$ cat src/rtl/pid_core_mc.sv
// pid_core_mc: time-multiplexed multi-channel PID core.
// Channels share one multiplier. Each sample walks ERR -> P -> I -> D -> SUM -> OUT.
// Target and gains are snapshotted at accept, so a config write made mid-flight
// only affects that channel's next sample.
module pid_core_mc #(
  parameter int NCH         = 2,
  parameter int DW          = 12,
  parameter int GW          = 12,
  parameter int FRAC        = 6,
  parameter int IW          = 20,
  parameter int OW          = 16,
  parameter int INT_LIM     = 4096,
  parameter int TARGET_INIT = 1024,
  parameter int KP_INIT     = 0,
  parameter int KI_INIT     = 0,
  parameter int KD_INIT     = 0,
  localparam int CW         = (NCH > 1) ? $clog2(NCH) : 1
) (
  input  logic          clk,
  input  logic          rst,
  input  logic          s_valid,
  output logic          s_ready,
  input  logic [CW-1:0] s_ch,
  input  logic [DW-1:0] s_meas,
  input  logic          cfg_we,
  input  logic [CW-1:0] cfg_ch,
  input  logic [1:0]    cfg_sel,
  input  logic [GW-1:0] cfg_data,
  input  logic          clr_int,
  output logic          m_valid,
  input  logic          m_ready,
  output logic [CW-1:0] m_ch,
  output logic [OW-1:0] m_out,
  output logic          m_sat
);

  localparam int EW  = DW + 1;       // error width
  localparam int DEW = DW + 2;       // error-delta width
  localparam int SW  = IW + GW + 3;  // sum width

  localparam logic signed [IW:0]   LIM_P   = (IW+1)'(INT_LIM);
  localparam logic signed [IW:0]   LIM_N   = -LIM_P;
  localparam logic signed [SW-1:0] OUT_MAX = SW'((longint'(1) <<< (OW-1)) - longint'(1));
  localparam logic signed [SW-1:0] OUT_MIN = -OUT_MAX - SW'(1);

  typedef enum logic [2:0] {
    S_IDLE, S_ERR, S_P, S_I, S_D, S_SUM, S_OUT, S_DROP
  } state_t;

  state_t state_reg, state_next;
  logic   s_ready_reg, s_ready_next;
  logic   m_valid_reg;

  // Per-channel configuration and loop state
  logic [DW-1:0]          target_reg [NCH];
  logic [GW-1:0]          kp_reg     [NCH];
  logic [GW-1:0]          ki_reg     [NCH];
  logic [GW-1:0]          kd_reg     [NCH];
  logic signed [IW-1:0]   integ_reg  [NCH];
  logic signed [EW-1:0]   prev_e_reg [NCH];
  logic                   sat_pos_reg[NCH];
  logic                   sat_neg_reg[NCH];

  // Snapshot and pipeline registers for the sample in flight
  logic [CW-1:0]          ch_reg;
  logic [DW-1:0]          meas_reg;
  logic [DW-1:0]          tgt_s_reg;
  logic [GW-1:0]          kp_s_reg, ki_s_reg, kd_s_reg;
  logic signed [EW-1:0]   e_reg;
  logic signed [DEW-1:0]  de_reg;
  logic signed [IW-1:0]   acc_reg;
  logic signed [SW-1:0]   p_reg, i_reg, d_reg;
  logic [OW-1:0]          m_out_reg;
  logic                   m_sat_reg;
  logic [CW-1:0]          m_ch_reg;

  logic                   accept;
  logic                   ch_ok;
  logic [CW-1:0]          s_idx;
  logic [NCH-1:0]         cfg_hit;
  logic [NCH-1:0]         wb_hit;

  assign accept = s_valid && s_ready_reg;
  assign ch_ok  = int'(s_ch) < NCH;
  assign s_idx  = ch_ok ? s_ch : '0;

  // Per-channel write decode for config writes and SUM writeback
  for (genvar gi = 0; gi < NCH; gi++) begin : g_dec
    assign cfg_hit[gi] = cfg_we && (cfg_ch == CW'(gi));
    assign wb_hit[gi]  = (state_reg == S_SUM) && (ch_reg == CW'(gi));
  end

  // Error terms (valid in ERR)
  logic signed [EW-1:0] e_calc;
  assign e_calc = $signed({1'b0, tgt_s_reg}) - $signed({1'b0, meas_reg});

  // Integrator update with anti-windup and clamping (valid in I)
  logic                 skip_int;
  logic signed [IW:0]   acc_wide;
  logic signed [IW-1:0] acc_clamped;
  assign skip_int = (sat_pos_reg[ch_reg] && !e_reg[EW-1] && (e_reg != '0)) ||
                    (sat_neg_reg[ch_reg] && e_reg[EW-1]);

  // Integrator candidate: hold while pushing further into saturation, then clamp
  always_comb begin
    acc_wide = (IW+1)'(integ_reg[ch_reg]);
    if (!skip_int) begin
      acc_wide = acc_wide + (IW+1)'(e_reg);
    end
    acc_clamped = IW'(acc_wide);
    if (acc_wide > LIM_P) begin
      acc_clamped = IW'(LIM_P);
    end else if (acc_wide < LIM_N) begin
      acc_clamped = IW'(LIM_N);
    end
  end

  // Shared multiplier operand select
  logic [GW-1:0]        mul_a;
  logic signed [IW-1:0] mul_b;
  logic signed [SW-1:0] mul_p;
  always_comb begin
    mul_a = '0;
    mul_b = '0;
    case (state_reg)
      S_P: begin mul_a = kp_s_reg; mul_b = IW'(e_reg);  end
      S_I: begin mul_a = ki_s_reg; mul_b = acc_clamped; end
      S_D: begin mul_a = kd_s_reg; mul_b = IW'(de_reg); end
      default: ;
    endcase
  end
  assign mul_p = SW'($signed({1'b0, mul_a})) * SW'(mul_b);

  // Sum, scale and output clamp (valid in SUM)
  logic signed [SW-1:0] sum_full, sum_sh;
  logic                 sum_pos, sum_neg;
  logic [OW-1:0]        sum_clamped;
  assign sum_full = p_reg + i_reg + d_reg;
  assign sum_sh   = sum_full >>> FRAC;
  assign sum_pos  = sum_sh > OUT_MAX;
  assign sum_neg  = sum_sh < OUT_MIN;
  assign sum_clamped = sum_pos ? OW'(OUT_MAX) : (sum_neg ? OW'(OUT_MIN) : OW'(sum_sh));

  // Next-state and ready decode
  always_comb begin
    state_next = state_reg;
    case (state_reg)
      S_IDLE: if (accept) state_next = ch_ok ? S_ERR : S_DROP;
      S_ERR:  state_next = S_P;
      S_P:    state_next = S_I;
      S_I:    state_next = S_D;
      S_D:    state_next = S_SUM;
      S_SUM:  state_next = S_OUT;
      S_OUT:  if (m_valid_reg && m_ready) state_next = S_IDLE;
      S_DROP: state_next = S_IDLE;
      default: state_next = S_IDLE;
    endcase
    s_ready_next = (state_next == S_IDLE);
  end

  // State register; ready is registered so it is low through the reset cycle
  always_ff @(posedge clk) begin
    if (rst) begin
      state_reg   <= S_IDLE;
      s_ready_reg <= 1'b0;
    end else begin
      state_reg   <= state_next;
      s_ready_reg <= s_ready_next;
    end
  end

  // Per-channel config writes, writeback and clear (clear wins over writeback)
  always_ff @(posedge clk) begin
    if (rst) begin
      for (int c = 0; c < NCH; c++) begin
        target_reg[c]  <= DW'(TARGET_INIT);
        kp_reg[c]      <= GW'(KP_INIT);
        ki_reg[c]      <= GW'(KI_INIT);
        kd_reg[c]      <= GW'(KD_INIT);
        integ_reg[c]   <= '0;
        prev_e_reg[c]  <= '0;
        sat_pos_reg[c] <= 1'b0;
        sat_neg_reg[c] <= 1'b0;
      end
    end else begin
      for (int c = 0; c < NCH; c++) begin
        if (cfg_hit[c]) begin
          case (cfg_sel)
            2'd0: target_reg[c] <= DW'(cfg_data);
            2'd1: kp_reg[c]     <= cfg_data;
            2'd2: ki_reg[c]     <= cfg_data;
            default: kd_reg[c]  <= cfg_data;
          endcase
        end
        if (clr_int) begin
          integ_reg[c]   <= '0;
          prev_e_reg[c]  <= '0;
          sat_pos_reg[c] <= 1'b0;
          sat_neg_reg[c] <= 1'b0;
        end else if (wb_hit[c]) begin
          integ_reg[c]   <= acc_reg;
          prev_e_reg[c]  <= e_reg;
          sat_pos_reg[c] <= sum_pos;
          sat_neg_reg[c] <= sum_neg;
        end
      end
    end
  end

  // Datapath pipeline: snapshot at accept, one stage per state, result at SUM
  always_ff @(posedge clk) begin
    if (rst) begin
      ch_reg    <= '0;
      meas_reg  <= '0;
      tgt_s_reg <= '0;
      kp_s_reg  <= '0;
      ki_s_reg  <= '0;
      kd_s_reg  <= '0;
      e_reg     <= '0;
      de_reg    <= '0;
      acc_reg   <= '0;
      p_reg     <= '0;
      i_reg     <= '0;
      d_reg     <= '0;
      m_out_reg <= '0;
      m_sat_reg <= 1'b0;
      m_ch_reg  <= '0;
    end else begin
      case (state_reg)
        S_IDLE: begin
          if (accept && ch_ok) begin
            ch_reg    <= s_ch;
            meas_reg  <= s_meas;
            tgt_s_reg <= target_reg[s_idx];
            kp_s_reg  <= kp_reg[s_idx];
            ki_s_reg  <= ki_reg[s_idx];
            kd_s_reg  <= kd_reg[s_idx];
          end
        end
        S_ERR: begin
          e_reg  <= e_calc;
          de_reg <= DEW'(e_calc) - DEW'(prev_e_reg[ch_reg]);
        end
        S_P: p_reg <= mul_p;
        S_I: begin
          i_reg   <= mul_p;
          acc_reg <= acc_clamped;
        end
        S_D: d_reg <= mul_p;
        S_SUM: begin
          m_out_reg <= sum_clamped;
          m_sat_reg <= sum_pos || sum_neg;
          m_ch_reg  <= ch_reg;
        end
        default: ;
      endcase
    end
  end

  // Result valid: raised one cycle into OUT, held until the downstream takes it
  always_ff @(posedge clk) begin
    if (rst) begin
      m_valid_reg <= 1'b0;
    end else if (state_reg == S_OUT && !m_valid_reg) begin
      m_valid_reg <= 1'b1;
    end else if (m_valid_reg && m_ready) begin
      m_valid_reg <= 1'b0;
    end
  end

  assign s_ready = s_ready_reg;
  assign m_valid = m_valid_reg;
  assign m_ch    = m_ch_reg;
  assign m_out   = m_out_reg;
  assign m_sat   = m_sat_reg;

endmodule

$ cat config.mk
export PLATFORM = sky130hd
export DESIGN_NAME = pid_core_mc
export DESIGN_NICKNAME = d
export VERILOG_FILES = /design/src/rtl/pid_core_mc.sv
export SDC_FILE = /design/constraint.sdc
export NUM_CORES = 1
export LEC_CHECK = 0
export ABC_AREA = 0
export ABC_CLOCK_PERIOD_IN_PS = 12300
export BUFFER_PORTS_ARGS = -buffer_cell sky130_fd_sc_hd__clkbuf_2
export CAP_MARGIN = 0
export CELL_PAD_IN_SITES_DETAIL_PLACEMENT = 1
export CELL_PAD_IN_SITES_GLOBAL_PLACEMENT = 1
export CORE_MARGIN = 4
export CORE_UTILIZATION = 38
export DETAILED_ROUTE_END_ITERATION = 7
export PLACE_DENSITY_LB_ADDON = 0.1
export SYNTH_ARGS = -nofsm -noshare
export SYNTH_HDL_FRONTEND = slang
export SYNTH_SLANG_ARGS = --single-unit
$ cat constraint.sdc
create_clock -name clk -period 12.3 [get_ports clk]
set_clock_uncertainty 0.15 [all_clocks]
set_input_delay 1.23 -clock clk [delete_from_list [all_inputs] [get_ports clk]]
set_output_delay 1.23 -clock clk [all_outputs]
set_load 0.01 [all_outputs]
* Word-level counts from Yosys, hierarchy flattened
Memories as Yosys holds them, arrays and structs flattened. A register that Yosys moved wholly into a read port is not among the register bits.
Cells that the tools add are included.
** Storage, ports and cells
- Register bits :: 188
- Bits in latches :: 0
- Memory bits (writable) :: 166
- Bits in read-only memories :: 0
- Input port bits :: 34
- Output and inout bits :: 20
- Memories kept :: 8
** Memory list
- integ_reg :: depth 2, bits a word 20, read ports 1, clocked after memory_dff 1, write ports 2, RTL line 59 : logic signed [IW-1:0] integ_reg [NCH];
- prev_e_reg :: depth 2, bits a word 13, read ports 1, clocked after memory_dff 1, write ports 2, RTL line 60 : logic signed [EW-1:0] prev_e_reg [NCH];
- kd_reg :: depth 2, bits a word 12, read ports 1, clocked after memory_dff 1, write ports 2, RTL line 58 : logic [GW-1:0] kd_reg [NCH];
- ki_reg :: depth 2, bits a word 12, read ports 1, clocked after memory_dff 1, write ports 2, RTL line 57 : logic [GW-1:0] ki_reg [NCH];
- kp_reg :: depth 2, bits a word 12, read ports 1, clocked after memory_dff 1, write ports 2, RTL line 56 : logic [GW-1:0] kp_reg [NCH];
- target_reg :: depth 2, bits a word 12, read ports 1, clocked after memory_dff 1, write ports 2, RTL line 55 : logic [DW-1:0] target_reg [NCH];
- 2 more memories
** Cells by class
- Add/subtract/negate cells :: 5
- Multiply operators :: 1
- Divide/modulo/power cells :: 0
- Order comparisons :: 4
- Equality and inequality tests :: 9
- Shifts and indexed selects :: 0
- Multiplexer cells :: 85
- Bitwise logic cells :: 26
- Reduce and logical (&&, ||, !) cells :: 21
** Operators with widths (count)
- 2-to-1 mux 20 bit :: 6
- 2-to-1 mux 12 bit :: 8
- adder 35 bit :: 2
- one-hot mux 20 bit (3 select lines) :: 1
- 2-to-1 mux 1 bit :: 59
- 2-to-1 mux 13 bit :: 4
- one-hot mux 12 bit (3 select lines) :: 1
- multiplier 13 x 20 -> 33 bit :: 1
- 2-to-1 mux 16 bit :: 2
- greater-than comparator 29 x 16 -> 1 bit (second input constant) :: 1
- less-than comparator 29 x 16 -> 1 bit (second input constant) :: 1
- bitwise OR 1 bit :: 24
- one-hot mux 3 bit (8 select lines) :: 1
- adder 20 x 13 -> 21 bit :: 1
- greater-than comparator 21 x 14 -> 1 bit (second input constant) :: 1
- less-than comparator 21 x 13 -> 1 bit (second input constant) :: 1
- 2-to-1 mux 21 bit :: 1
- subtractor 13 x 13 -> 14 bit :: 1
- nonzero test 13 bit :: 1
- subtractor 12 x 12 -> 13 bit :: 1
- equality test 3 bit (second input constant) :: 4
- logical AND 1 bit :: 10
- equality test 3 x 2 -> 1 bit (second input constant) :: 2
- logical NOT 3 bit :: 2
- 11 further kinds :: 15

* Longest topological paths before layout
- Word-level depth :: 10
- Mapped depth :: 38
- Mapped depth without buffers :: 35

* Worst setup path after synthesis
OpenSTA, ideal clock, no wires.
- Path type :: flip-flop to flip-flop
- Start point :: reg with a tool-made name
- End point :: reg d_reg[31]
- Library setup time :: 0.132 ns
- Arrival :: 9.555 ns
- Slack :: 2.463 ns
- Stages on the path, launching flop included :: 36
- Cell sequence :: dfxtp_1 -> buf_6 -> clkbuf_1 -> buf_1 -> mux2_2 -> ha_1 -> and3_1 -> and4_1 -> or3b_2 -> a21o_1 -> and3_1 -> nor3_1 -> nand4_1 -> or3_1 -> buf_4 -> a211oi_2 -> o21ai_0 -> fa_1 -> inv_1 -> fa_1 -> fa_1 -> fa_1 -> inv_1 -> fa_1 -> inv_1 -> ha_1 -> a21o_1 -> a21o_1 -> a21oi_1 -> nor3b_1 -> a2111oi_0 -> nor3_1 -> o21a_1 -> mux2_2 -> o21ai_0 -> a21oi_1
** RTL lines
- end signal, assigned :: RTL line 249 : S_D: d_reg <= mul_p;
- end, declared :: RTL line 72 : logic signed [SW-1:0] p_reg, i_reg, d_reg;

==> reports/results.ini <==
[setup_path]
crit_family = compound AO/OA/AOI/OAI gates
worstSetupStartpointType = flop
ff2ff_setup_slack_ns = 1.11
worst_ep_arrival_time_ns = 11.49
reg2regPathDepth = 34
path_class = flop to flop
timing.critical_path.fanout_max = 27
worst-path-buf-inv = 5
crit_required_ns = 12.59
slowest_stage = dfxtp_2
reg2reg_to = p_reg[31]
setup.worst_path.end_class = flop
cpPeakStageDelay_ns = 0.87

[global_routing]
grt_start_max_net_pins = 144
grt.total_usage_pct = 22.0
grt_pass1_vias = 25200
initial_antenna_violation_count = 2
gr-total-overflow = 0
grt_first_pass_wirelength_mm = 142

[timing]
report.final.slew_viol_count = 0
worst_slew_margin_rel_pct = 15.7
timing.setup.tns_ns = 0
fmax_mhz = 89.4
post-route-min-period_ns = 11.19
rsz_0062_raised_after_global_routing = no
setup-violations-final = 0
final.hold.worst_slack_ns = 0.306
final_hold_vios = 0
timing_worst_slew_pin_value_ns = 1.26
post-route-period-util_pct = 91.0

[route]
totalWireLength_mm = 88.9
avgRoutedWirePerCell_microns = 21.1
route.detailed.vias_per_inst = 5.45
post-route-drc-count = 0
detail_route.first_pass.iterations = 5
drt_first_iter_violations = 1298
route.antenna.remaining_nets = 0
num_vias = 23000

[synth]
mappedNetlistNets = 3608
yosysSeqAreaShare_pct = 32.8
synth.ff_latch_count = 397
yosys.area_share.simple_pct = 13.7
synth-async-reset-ratio_pct = 0
syn-instance-count = 3168
syn_area_cell_sq_um = 9.25
post_synth_xor_area_fraction_pct = 2.18
total_standard_cell_area_after_synthesis_sq_um = 29300
synth_adder_area_share_pct = 23.8
synth_edf_count = 166
synth_compound_gate_area_share_pct = 16.9
synthDistinctLibCells = 79
synth_top_flop_cell = dfxtp_1
synth_warnings = 0
combinational_family_with_the_most_area_after_synthesis = adder cells
fraction_of_synthesized_area_in_multiplexers_pct = 3.60

[power_and_ir_drop]
power_frac_seq_pct = 40.4
leakagePower_nw = 13.6
cell_internal_power_dissipation_mw = 2.63
p_per_area_nw_per_um2 = 116
clockPowerShare_pct = 40.7
power.net_switching_mw = 1.12
pwr-share-comb_pct = 18.9
power_switching_share_pct = 29.8
power.ir.vdd_worst_uv = 112

[layout]
layout.filler_cells = 8635
nNetsFinal = 3582
area_growth_pct = 10.3
largest_register_ffs = 40
final_cell_count_no_fill = 4213
seq_area_sq_um = 9610
multi_input_comb_area_sq_um = 17700
layout-drive-gt1-share_pct = 7.23

[floorplan]
boundaryPins = 54
placement_rows = 101
die_width_microns = 286
fp.coreArea_sq_um = 76200
height_of_the_die_microns = 286
floorplan.die_area_sq_um = 81700
initial_utilization_pct = 38.5

[worst_hold_path]
beginning_of_the_worst_hold_path = meas_reg[11]
hold_class = flop to flop
timing.hold.worst_endpoint = meas_reg[11]
min_path_cells = 2

[placement]
hpwl_mm = 66.0
port-buffer-count = 53
dp.cells = 4122
routabilityCongestion = 0.874

[clocking]
cts_setup_buffers = 0
tritoncts.num_buffers = 48
cts_tree = built
cts-root-to-sink-buffers = 3
cts.htree.levels = 2
register_clock_pin_slew_on_the_reported_worst_setup_and_hold_paths_ns = 0.06
cts_root_buf = clkbuf_16
clock_insertion_delay_worst_skew_ns = 0.60
cts.hold.buffers_added = 0
cts_num_sinks = 397
post_cts_resized = 0

[run_status]
status = finished, final reports clean

[flow_run]
cap_viol_max_count = 0

-- how the worst max path moves through the flow --
stage                     depth (start not counted)  startpoint  slack (ns)        end
after floorplan                                  35        flop        2.46  d_reg[31]
after global routing                             34        flop        0.14  p_reg[31]
after global placement                           34        flop        1.42  p_reg[31]
after detailed placement                         34        flop        1.13  p_reg[31]
after CTS                                        34        flop        1.08  p_reg[31]
final                                            34        flop        1.11  p_reg[31]
-- through the flow --
stage / area, sq um / total power [mW] / utilization, % / setup WS (ns)
floorplan: 29300 / 2.01 / - / 2.46
global placement: 30600 / 2.22 / 40.2 / 1.42
detailed placement: 30600 / 2.24 / 40.2 / 1.13
CTS: 32300 / 3.78 / 42.4 / 1.08
global route: 32300 / 3.93 / 42.4 / 0.143
finish: 32300 / 3.74 / 42.4 / 1.11
-- cells in the mapped netlist (6+ instances only) --
library cell / count / area share (%)
buf_1: 19 / 0.24
a21o_1: 40 / 1.0
xnor2_1: 50 / 1.5
o22ai_1: 8 / 0.17
nand2_1: 337 / 4.3
a21boi_0: 14 / 0.36
xor2_1: 23 / 0.69
fa_1: 253 / 17
nor3b_1: 8 / 0.20
o21ai_0: 166 / 2.8
nor4_1: 15 / 0.32
or3_1: 14 / 0.30
o31ai_1: 6 / 0.15
o21bai_1: 20 / 0.51
ha_1: 153 / 6.5
mux2_2: 18 / 0.69
and2_1: 125 / 2.7
o21a_1: 34 / 0.87
nand2b_1: 14 / 0.30
edfxtp_1: 166 / 17
a211o_1: 12 / 0.36
a22o_1: 12 / 0.36
and3_1: 19 / 0.41
a21oi_1: 289 / 4.9
a211oi_1: 78 / 2.0
clkbuf_1: 148 / 1.9
inv_1: 374 / 4.8
nor2_1: 178 / 2.3
nand4_1: 21 / 0.45
a22oi_1: 16 / 0.41
nand3_1: 33 / 0.56
or2_2: 9 / 0.19
nand3b_1: 8 / 0.20
nor2b_1: 16 / 0.34
o211ai_1: 21 / 0.54
dfxtp_1: 231 / 16
o211a_1: 9 / 0.31
mux2i_1: 80 / 2.7
a31oi_1: 13 / 0.28
nor3_1: 35 / 0.60
-- per-layer routing --
metal | global-route usage, % | part of all wire (%) | up-vias
li1 | - | - | 10700
met1 | 29.1 | 45 | 11700
met2 | 37.8 | 48 | 410
met3 | 3.07 | 4.3 | 125
met4 | 6.26 | 2.8 | 0
met5 | 0 | 0 | -
-- layout make-up --
| class | count | area share, % |
|---|---|---|
| sequential | 397 | 29.7 |
| timing repair buffer | 94 | 1.83 |
| inverter | 374 | 4.34 |
| clock buffer | 65 | 4.20 |
| clock inverter | 25 | 1.04 |
| antenna | 1 | 0.00774 |
| tap | 1030 | 3.99 |
| multi-input combinational | 2227 | 54.9 |
-- power groups by stage --
stage	clock network (mW)	logic (mW)	registers, mW
CTS	1.56	0.707	1.51
global placement	0	0.685	1.53
finish	1.52	0.707	1.51
global route	1.62	0.792	1.52
detailed placement	0	0.702	1.54
floorplan	0	0.507	1.51
-- logic make-up (layout without fill, tap and decap cells) --
logic type	count (synthesis)	after routing
adder cells (fa/ha/maj)	406	406
buffers and inverters	544	558
AO/OA/AOI/OAI	794	794
flip-flops	397	397
multiplexers	101	101
XOR/XNOR	73	73
other	0	1
AND/OR/NAND/NOR	853	853
-- tightest hold or removal path, delay by kind of cell, from the launching register on --
family           cells  cell delay, ns
AND/OR/NAND/NOR      1            0.05
flip-flops           1            0.31
AO/OA/AOI/OAI        1            0.05
-- placed cells by master (no fill, tap or decap), types with 16 or more instances in the layout --
| master | netlist | layout |
|---|---|---|
| dfxtp_1 | 231 | 230 |
| xnor2_1 | 50 | 50 |
| mux2_2 | 18 | 18 |
| o21ai_0 | 166 | 162 |
| o21a_1 | 34 | 34 |
| a21oi_1 | 289 | 284 |
| a21o_1 | 40 | 40 |
| xor2_1 | 23 | 23 |
| nor3_1 | 35 | 34 |
| buf_4 | 1 | 40 |
| clkbuf_16 | 0 | 50 |
| a22oi_1 | 16 | 16 |
| nor2_1 | 178 | 175 |
| a211oi_1 | 78 | 78 |
| nor2b_1 | 16 | 16 |
| clkbuf_2 | 0 | 51 |
| o211ai_1 | 21 | 21 |
| and3_1 | 19 | 19 |
| nand3_1 | 33 | 33 |
| fa_1 | 253 | 253 |
| o21bai_1 | 20 | 20 |
| mux2i_1 | 80 | 80 |
| inv_1 | 374 | 373 |
| ha_1 | 153 | 153 |
| edfxtp_1 | 166 | 166 |
| nand2_1 | 337 | 337 |
| and2_1 | 125 | 125 |
| nand4_1 | 21 | 21 |
No activity file was read; power rests on OpenSTA's default activity.
